===== config.mk =====
export PLATFORM = sky130hd
export DESIGN_NAME = ex_mem_stage_flat
export DESIGN_NICKNAME = d
export VERILOG_FILES = /design/src/rtl/ex_mem_if.sv /design/src/rtl/ex_mem_stage.sv /design/src/flat_wrapper.sv
export SDC_FILE = /design/constraint.sdc
export NUM_CORES = 1
export LEC_CHECK = 0
export ABC_AREA = 0
export CORE_ASPECT_RATIO = 0.7
export CORE_MARGIN = 1.5
export CORE_UTILIZATION = 39
export CTS_BUF_LIST = sky130_fd_sc_hd__clkbuf_16
export DETAILED_ROUTE_END_ITERATION = 7
export HOLD_SLACK_MARGIN = 0.02
export PLACE_DENSITY_LB_ADDON = 0.1
export SLEW_MARGIN = 10
export SYNTH_ARGS = -nofsm -noshare
export SYNTH_HDL_FRONTEND = slang
export SYNTH_SLANG_ARGS = --single-unit

===== constraint.sdc =====
create_clock -name clk -period 1.9 [get_ports clk]
set_input_delay 0.475 -clock clk [delete_from_list [all_inputs] [get_ports clk]]
set_output_delay 0.475 -clock clk [all_outputs]
set_load 0.02 [all_outputs]

===== src/rtl/ex_mem_if.sv =====
// Execute-to-memory pipeline bus: instruction payload from EX and the
// registered stage outputs handed on to MEM.
interface ex_mem_if #(
  parameter int DW = 16
);
  logic                 in_valid;
  logic signed [DW-1:0] alu_result;
  logic [2:0]           alu_flags;
  logic                 alu_done;
  logic [2:0]           alu_op;
  logic                 is_alu;
  logic [3:0]           rd_addr;
  logic                 reg_write;
  logic                 mem_read;
  logic                 mem_write;
  logic [DW-1:0]        store_data;
  logic                 is_branch;
  logic [2:0]           branch_cond;
  logic [DW-1:0]        branch_target;

  logic                 out_valid;
  logic signed [DW-1:0] out_result;
  logic [3:0]           out_rd;
  logic                 out_reg_write;
  logic                 out_mem_read;
  logic                 out_mem_write;
  logic [DW-1:0]        out_store_data;
  logic [2:0]           flags_q;
  logic                 branch_taken;
  logic [DW-1:0]        branch_target_q;

  modport master (
    output in_valid, alu_result, alu_flags, alu_done, alu_op, is_alu,
           rd_addr, reg_write, mem_read, mem_write, store_data,
           is_branch, branch_cond, branch_target,
    input  out_valid, out_result, out_rd, out_reg_write, out_mem_read,
           out_mem_write, out_store_data, flags_q, branch_taken,
           branch_target_q
  );

  modport slave (
    input  in_valid, alu_result, alu_flags, alu_done, alu_op, is_alu,
           rd_addr, reg_write, mem_read, mem_write, store_data,
           is_branch, branch_cond, branch_target,
    output out_valid, out_result, out_rd, out_reg_write, out_mem_read,
           out_mem_write, out_store_data, flags_q, branch_taken,
           branch_target_q
  );
endinterface


===== src/rtl/ex_mem_stage.sv =====
// EX/MEM pipeline register with architectural flag register and
// conditional-branch resolution against the flags held before this edge.
module ex_mem_stage #(
  parameter int DW = 16
) (
  input  logic     clk,
  input  logic     rst_n,
  input  logic     stall,
  input  logic     flush,
  ex_mem_if.slave  bus
);

  // Flags are {Z,V,N}
  function automatic logic branch_ok(input logic [2:0] cond, input logic [2:0] f);
    logic z, v, n, r;
    z = f[2];
    v = f[1];
    n = f[0];
    r = 1'b0;
    case (cond)
      3'b000:  r = !z;
      3'b001:  r = z;
      3'b010:  r = !z && !n;
      3'b011:  r = n;
      3'b100:  r = z || (!z && !n);
      3'b101:  r = n || z;
      3'b110:  r = v;
      default: r = 1'b1;
    endcase
    return r;
  endfunction

  // Shifts leave the flags alone; arithmetic/logic ops up to INC set them.
  function automatic logic sets_flags(input logic [2:0] op);
    return op <= 3'b100;
  endfunction

  logic                 vld_p1;
  logic signed [DW-1:0] result_p1;
  logic [3:0]           rd_p1;
  logic                 reg_write_p1;
  logic                 mem_read_p1;
  logic                 mem_write_p1;
  logic [DW-1:0]        store_data_p1;
  logic [2:0]           flags_p1;
  logic                 taken_p1;
  logic [DW-1:0]        target_p1;

  logic accept;
  logic flag_load;

  assign accept    = bus.in_valid && !stall && !flush && (!bus.is_alu || bus.alu_done);
  // A branch that also claims the ALU is treated purely as a branch.
  assign flag_load = bus.is_alu && !bus.is_branch && sets_flags(bus.alu_op);

  // ---- EX -> MEM register boundary ----
  always_ff @(posedge clk) begin
    if (!rst_n) begin
      vld_p1        <= 1'b0;
      result_p1     <= '0;
      rd_p1         <= '0;
      reg_write_p1  <= 1'b0;
      mem_read_p1   <= 1'b0;
      mem_write_p1  <= 1'b0;
      store_data_p1 <= '0;
      flags_p1      <= '0;
      taken_p1      <= 1'b0;
      target_p1     <= '0;
    end else if (flush) begin
      vld_p1       <= 1'b0;
      reg_write_p1 <= 1'b0;
      mem_read_p1  <= 1'b0;
      mem_write_p1 <= 1'b0;
      taken_p1     <= 1'b0;
    end else if (stall) begin
      taken_p1 <= 1'b0;
    end else if (accept) begin
      vld_p1        <= 1'b1;
      result_p1     <= bus.alu_result;
      rd_p1         <= bus.rd_addr;
      reg_write_p1  <= bus.reg_write;
      mem_read_p1   <= bus.mem_read;
      mem_write_p1  <= bus.mem_write;
      store_data_p1 <= bus.store_data;
      taken_p1      <= bus.is_branch && branch_ok(bus.branch_cond, flags_p1);
      if (bus.is_branch)
        target_p1 <= bus.branch_target;
      if (flag_load)
        flags_p1 <= bus.alu_flags;
    end else begin
      vld_p1       <= 1'b0;
      reg_write_p1 <= 1'b0;
      mem_read_p1  <= 1'b0;
      mem_write_p1 <= 1'b0;
      taken_p1     <= 1'b0;
    end
  end

  assign bus.out_valid       = vld_p1;
  assign bus.out_result      = result_p1;
  assign bus.out_rd          = rd_p1;
  assign bus.out_reg_write   = reg_write_p1;
  assign bus.out_mem_read    = mem_read_p1;
  assign bus.out_mem_write   = mem_write_p1;
  assign bus.out_store_data  = store_data_p1;
  assign bus.flags_q         = flags_p1;
  assign bus.branch_taken    = taken_p1;
  assign bus.branch_target_q = target_p1;

endmodule


===== src/flat_wrapper.sv =====
// flat-port wrapper written by rule: the top's interface ports become plain ports
module ex_mem_stage_flat 
#(
  parameter int DW = 16
)
  (clk, rst_n, stall, flush, bus_in_valid, bus_alu_result, bus_alu_flags, bus_alu_done, bus_alu_op, bus_is_alu, bus_rd_addr, bus_reg_write, bus_mem_read, bus_mem_write, bus_store_data, bus_is_branch, bus_branch_cond, bus_branch_target, bus_out_valid, bus_out_result, bus_out_rd, bus_out_reg_write, bus_out_mem_read, bus_out_mem_write, bus_out_store_data, bus_flags_q, bus_branch_taken, bus_branch_target_q);
  ex_mem_if #(.DW(DW)) bus_i ();
  input  logic clk;
  input  logic rst_n;
  input  logic stall;
  input  logic flush;
  input wire logic [$bits(bus_i.in_valid)-1:0] bus_in_valid;
  input wire logic [$bits(bus_i.alu_result)-1:0] bus_alu_result;
  input wire logic [$bits(bus_i.alu_flags)-1:0] bus_alu_flags;
  input wire logic [$bits(bus_i.alu_done)-1:0] bus_alu_done;
  input wire logic [$bits(bus_i.alu_op)-1:0] bus_alu_op;
  input wire logic [$bits(bus_i.is_alu)-1:0] bus_is_alu;
  input wire logic [$bits(bus_i.rd_addr)-1:0] bus_rd_addr;
  input wire logic [$bits(bus_i.reg_write)-1:0] bus_reg_write;
  input wire logic [$bits(bus_i.mem_read)-1:0] bus_mem_read;
  input wire logic [$bits(bus_i.mem_write)-1:0] bus_mem_write;
  input wire logic [$bits(bus_i.store_data)-1:0] bus_store_data;
  input wire logic [$bits(bus_i.is_branch)-1:0] bus_is_branch;
  input wire logic [$bits(bus_i.branch_cond)-1:0] bus_branch_cond;
  input wire logic [$bits(bus_i.branch_target)-1:0] bus_branch_target;
  output wire logic [$bits(bus_i.out_valid)-1:0] bus_out_valid;
  output wire logic [$bits(bus_i.out_result)-1:0] bus_out_result;
  output wire logic [$bits(bus_i.out_rd)-1:0] bus_out_rd;
  output wire logic [$bits(bus_i.out_reg_write)-1:0] bus_out_reg_write;
  output wire logic [$bits(bus_i.out_mem_read)-1:0] bus_out_mem_read;
  output wire logic [$bits(bus_i.out_mem_write)-1:0] bus_out_mem_write;
  output wire logic [$bits(bus_i.out_store_data)-1:0] bus_out_store_data;
  output wire logic [$bits(bus_i.flags_q)-1:0] bus_flags_q;
  output wire logic [$bits(bus_i.branch_taken)-1:0] bus_branch_taken;
  output wire logic [$bits(bus_i.branch_target_q)-1:0] bus_branch_target_q;
  assign bus_i.in_valid = bus_in_valid;
  assign bus_i.alu_result = bus_alu_result;
  assign bus_i.alu_flags = bus_alu_flags;
  assign bus_i.alu_done = bus_alu_done;
  assign bus_i.alu_op = bus_alu_op;
  assign bus_i.is_alu = bus_is_alu;
  assign bus_i.rd_addr = bus_rd_addr;
  assign bus_i.reg_write = bus_reg_write;
  assign bus_i.mem_read = bus_mem_read;
  assign bus_i.mem_write = bus_mem_write;
  assign bus_i.store_data = bus_store_data;
  assign bus_i.is_branch = bus_is_branch;
  assign bus_i.branch_cond = bus_branch_cond;
  assign bus_i.branch_target = bus_branch_target;
  assign bus_out_valid = bus_i.out_valid;
  assign bus_out_result = bus_i.out_result;
  assign bus_out_rd = bus_i.out_rd;
  assign bus_out_reg_write = bus_i.out_reg_write;
  assign bus_out_mem_read = bus_i.out_mem_read;
  assign bus_out_mem_write = bus_i.out_mem_write;
  assign bus_out_store_data = bus_i.out_store_data;
  assign bus_flags_q = bus_i.flags_q;
  assign bus_branch_taken = bus_i.branch_taken;
  assign bus_branch_target_q = bus_i.branch_target_q;
  ex_mem_stage #(.DW(DW)) u_core (.clk(clk), .rst_n(rst_n), .stall(stall), .flush(flush), .bus(bus_i));
endmodule

Word level (Yosys, flattened, before mapping)
Cells that the tools add are included.
{ "totals": {"ff_bits": 60, "word_cells": 52} }
{ "classes": {"n_lt_le_gt_ge": 1, "eq_ne": 6, "n_mux": 9, "bitwise_logic": 4, "n_reduce_logical": 22} }
{ "ops": {"columns": ["operator", "n"], "rows": [
  ["3-bit == test (second input constant)", 3],
  ["1-bit 2-to-1 mux", 8],
  ["4-bit AND reduction", 2],
  ["1-bit logical AND", 7],
  ["1-bit case mux with 7 select lines", 1],
  ["3-bit by 2-bit == test with 1-bit output (second input constant)", 2],
  ["1-bit logical NOT", 6],
  ["1-bit inverter", 4],
  ["4-bit OR reduction", 1],
  ["3-bit by 1-bit == test with 1-bit output (second input constant)", 1],
  ["3-bit <= comparator (second input constant)", 1],
  ["3-bit logical NOT", 1],
  ["1-bit logical OR", 3],
  ["3-bit AND reduction", 1],
  ["2-bit OR reduction", 1]
]} }

Depth between registers and ports, before layout
Gate-level depths: netlist (run 1).
{ "depth": {"word_depth": 9, "mapped_depth": 6, "mapped_depth_nobuf": 4} }

Worst setup path before layout (run 1)
No wires, ideal clock.
{ "synth_path": {"path_kind": "input to register", "startpoint": "input bus_alu_done", "endpoint": "register u_core.mem_write_p1 (netlist: u_core.bus.out_mem_write)", "t_arrival_ps": 1334, "path_slack_ps": 449, "cell_stages": 6, "n_path_buf": 2, "cell_sequence": "nand2b_1 > and3_4 > buf_12 > buf_6 > a22oi_1 > nor2_1"} }
{ "synth_via": {"elab_chain_len": 3} }
{ "synth_rtl": {"columns": ["element", "line", "source"], "rows": [
  ["start, declared", "flat_wrapper.sv:15", "input wire logic [$bits(bus_i.alu_done)-1:0] bus_alu_done;"],
  ["1-bit logical OR", "ex_mem_stage.sv:52", "assign accept = bus.in_valid && !stall && !flush && (!bus.is_alu || bus.alu_done);"],
  ["1-bit logical AND", "ex_mem_stage.sv:52", null],
  ["1-bit 2-to-1 mux", "ex_mem_stage.sv:77", "end else if (accept) begin"],
  ["end signal, assigned", "ex_mem_stage.sv:83", "mem_write_p1 <= bus.mem_write;"],
  ["end, declared", "ex_mem_stage.sv:43", "logic mem_write_p1;"]
]} }
No other way between the ends.
A chain may end at the register's enable or synchronous reset.

Worst setup path after layout (run 1)
{ "layout_path": {"startpoint": "register u_core.flags_p1[0] (netlist: u_core.bus.flags_q[0])", "endpoint": "output bus_flags_q[0]"} }
{ "layout_lines": {"columns": ["element", "line", "source"], "rows": [
  ["start, declared", "ex_mem_stage.sv:45", "logic [2:0] flags_p1;"],
  ["start signal, assigned", "ex_mem_stage.sv:89", "flags_p1 <= bus.alu_flags;"],
  ["end, declared", "flat_wrapper.sv:33", "output wire logic [$bits(bus_i.flags_q)-1:0] bus_flags_q;"]
]} }
No word-level cell between the ends.

==> qor.json, run 1 <==
{
  "synth_commonest_cells": "sky130_fd_sc_hd__nand2_1, sky130_fd_sc_hd__dfxtp_1, sky130_fd_sc_hd__a21boi_1",
  "crit_path_cell_chain": "clkdlybuf4s50_1",
  "cp_max_fo": 5,
  "power_per_cell_area_nw_per_um2": 784,
  "synth_top_area_cell": "sky130_fd_sc_hd__dfxtp_1",
  "timing_worst_slew_pin_value_ns": 0.366,
  "grtUsageTotal_pct": 19.7,
  "cts_htree_levels": 3,
  "clock_path_buffers": 2,
  "power.switching_uw": 757,
  "power.sequential.fraction_pct": 39.5,
  "grt_max_degree": 38,
  "cpPeakStageDelay_ns": 0.65,
  "fillerInstances": 498,
  "cts_buffers": 9,
  "failed_checks": "DRC",
  "cts_num_sinks": 60,
  "synth_edf_count": 0,
  "antenna-diode-count": 0,
  "cts-root-buf": "sky130_fd_sc_hd__clkbuf_16",
  "postSynth.asyncResetShare_pct": 0,
  "worst-path-buf-inv": 1,
  "first_pass_grt_wire_length_mm": 10.5,
  "drtIter0Drc": 71,
  "critPathSlowestCell": "sky130_fd_sc_hd__clkdlybuf4s50_1",
  "gp_congestion": 0.764,
  "combinationalPowerShare_pct": 12.3,
  "path_clk_slew_ns": 0.05,
  "finalWorstPathRequiredPeriod_ns": 1.86,
  "cpLargestDelayFamily": "buffers and inverters",
  "synthDominantCellAreaShare_pct": 47.9,
  "worstSetupPathType": "register to output pin",
  "postSynthCellCount": 272,
  "viasPerCell": 4.68,
  "gr-total-overflow": 0,
  "post-cts-setup-buffer-count": 0,
  "final_layout_size_suffix_gt1_share_pct": 13.7,
  "total_of_cells_resized_after_clock_tree_synthesis": 0,
  "finalWirelength_mm": 6.54,
  "postSynthNetCount": 344,
  "worst_hold_startpoint": "u_core.bus.out_store_data[9]",
  "finalSetupViolCount": 0,
  "status": "complete, but fails checks",
  "synth-warning-count": 0,
  "numPortBuffers": 131,
  "fin_total_pwr_mw": 3.30,
  "start_util_pct": 40.4,
  "dieArea_um2": 6930,
  "syn_area_per_cell_um2": 9.23,
  "synth_flop_cell": "sky130_fd_sc_hd__dfxtp_1",
  "synthMostInstantiatedCell": "sky130_fd_sc_hd__nand2_1",
  "cts_hold_bufs": 0,
  "timing.critical_path.arrival_ns": 1.38,
  "portion_of_total_power_attributed_to_the_clock_network_pct": 48.2,
  "mappedNetlistArea_um2": 2510,
  "post_synthesis_sequential_area_ratio_pct": 47.9,
  "intPower_mw": 2.54,
  "drt_drc_violations_left": 8,
  "floorplan.rows": 24,
  "cp-start-kind": "register",
  "total_via_count_in_the_routed_design": 2314,
  "timing.final.max_slew_violations": 0,
  "rsz0062_at_grt": "false",
  "critical_path.startpoint": "u_core.bus.flags_q[0]",
  "clkLatencyLatePin_ns": 0.32,
  "hold_path.class": "register to register",
  "route.antenna.remaining_nets": 0,
  "ys_seq_elements": 60,
  "ios": 132,
  "grt_antenna_before_repair": 0,
  "core-area_um2": 6220,
  "slew_headroom_pct": 75.6,
  "via_count_of_the_first_global_routing_pass": 2223,
  "timing.critical_path.to_type": "output pin",
  "critical_path.reg2reg.startpoint": "u_core.bus.flags_q[0]",
  "drtPass1Iterations": 6,
  "drv.max_cap_violation_count": 0,
  "synth_cell_type_count": 28,
  "wire_length_per_cell_after_detailed_routing_um": 13.2,
  "net_count_of_the_finished_layout": 483,
  "maxClockFrequency_mhz": 538,
  "area_growth_syn_to_layout_pct": 67.6,
  "die-width_um": 98.9,
  "layout_worst_path_cycle_share_pct": 97.8,
  "yosys-top-cells-area": "sky130_fd_sc_hd__dfxtp_1, sky130_fd_sc_hd__nand2_1, sky130_fd_sc_hd__a21boi_1, sky130_fd_sc_hd__nand3_2, sky130_fd_sc_hd__a21boi_2",
  "vdd_drop_max_v": 0.000474,
  "hpwl_mm": 4.66,
  "static-leakage-power_nw": 1.47,
  "setup-tns-final_ns": 0,
  "largest_clock_skew_in_the_final_design_ns": 0.00107,
  "report.final.hold_viol_count": 0,
  "swShare_pct": 23.0,
  "cts_tree": "done",
  "die_h_um": 70.1,
  "worst_ep_required_time_ns": 1.42
}
## kinds of logic (layout without fill, tap and decap cells)
logic type,Yosys count,after routing,share of synthesized area [%]
buffers and inverters,19,163,6.28
adder cells (fa/ha/maj),1,1,0.399
AO/OA/AOI/OAI,60,60,19.0
flip-flops,60,60,47.9
multiplexers,3,3,1.20
AND/OR/NAND/NOR,129,129,25.3
## placed cells by master, fill, tap and decap left out, types with 4 or more instances in the layout
cell type and count:
sky130_fd_sc_hd__a21boi_0 5, sky130_fd_sc_hd__clkdlybuf4s50_1 130, sky130_fd_sc_hd__buf_4 13, sky130_fd_sc_hd__dfxtp_1 60, sky130_fd_sc_hd__nand2b_1 4, sky130_fd_sc_hd__clkbuf_16 9
sky130_fd_sc_hd__a21boi_1 37, sky130_fd_sc_hd__nand2_1 95, sky130_fd_sc_hd__nand3_2 12, sky130_fd_sc_hd__a21boi_2 10, sky130_fd_sc_hd__nand3_1 5
## per-layer routing
layer	vias up	share of wire [%]	GRT usage, %	wire (µm)
met5	-	0	0	0
met4	0	1.6	8.57	102
met3	11	10	9.31	672
met2	86	45	31.5	2960
met1	1035	43	22.6	2800
li1	1182	-	-	-
## layout make-up
cell class                      count  area, µm²  area share [%]
Multi-Input combinational cell    193       1150            27.4
Clock inverter                      7       68.8            1.64
Clock buffer                        9        225            5.35
Timing Repair Buffer              147       1460            34.8
Sequential cell                    60       1200            28.5
Tap cell                           78       97.6            2.32
## power by group through the flow
stage	Clock, mW	Sequential (mW)	Combinational (mW)
2_1_floorplan	0	1.37	0.123
6_report	1.59	1.30	0.405
3_5_place_dp	0	1.33	0.407
3_3_place_gp	0	1.33	0.404
5_1_grt	1.69	1.31	0.435
4_1_cts	1.63	1.30	0.410
## per-stage QoR
stage                     utilization (%)  area, µm²  hold slack [ns]  std cells  worst slack (ns)
final                                67.7       4210            0.449        494            0.0412
after global routing                 67.7       4210            0.472        494            0.0157
after global placement               63.0       3910            0.440        478            0.0570
after detailed placement             63.0       3910            0.444        478           0.00384
after floorplan                         -       2510            0.531        272             0.449
after CTS                            67.7       4210            0.451        494            0.0319
## sequential cells by signal, indices dropped and copies added (netlist names)
signal / count
u_core.bus.branch_taken: 1
u_core.bus.branch_target_q: 16
u_core.bus.flags_q: 3
u_core.bus.out_mem_read: 1
u_core.bus.out_mem_write: 1
u_core.bus.out_rd: 4
u_core.bus.out_reg_write: 1
u_core.bus.out_result: 16
u_core.bus.out_store_data: 16
u_core.bus.out_valid: 1
## path summary, 6_finish.rpt
check | cells past startpoint | slack (ns) | end
worst max-delay path | 1 | 0.04 | bus_flags_q[0]
worst min-delay path | 2 | 0.45 | u_core.bus.out_store_data[9]
worst max register to register | 3 | 0.82 | u_core.bus.branch_taken
worst min register to register | 2 | 0.45 | u_core.bus.out_store_data[9]
## worst min-delay path: cells and delay by family (launching register included)
| family | cells | cell delay (ns) |
|---|---|---|
| DFF | 1 | 0.30 |
| AOI/OAI and AO/OA | 1 | 0.05 |
| and+or+nand+nor | 1 | 0.05 |
Note: power is estimated with default switching activity, not from simulation.
==> run 2, diff against run 1 <==
CAP_MARGIN = 25   (was default)
==> results of run 2 <==
Same layout as run 1: the final DEF is identical, and so are final timing and power.
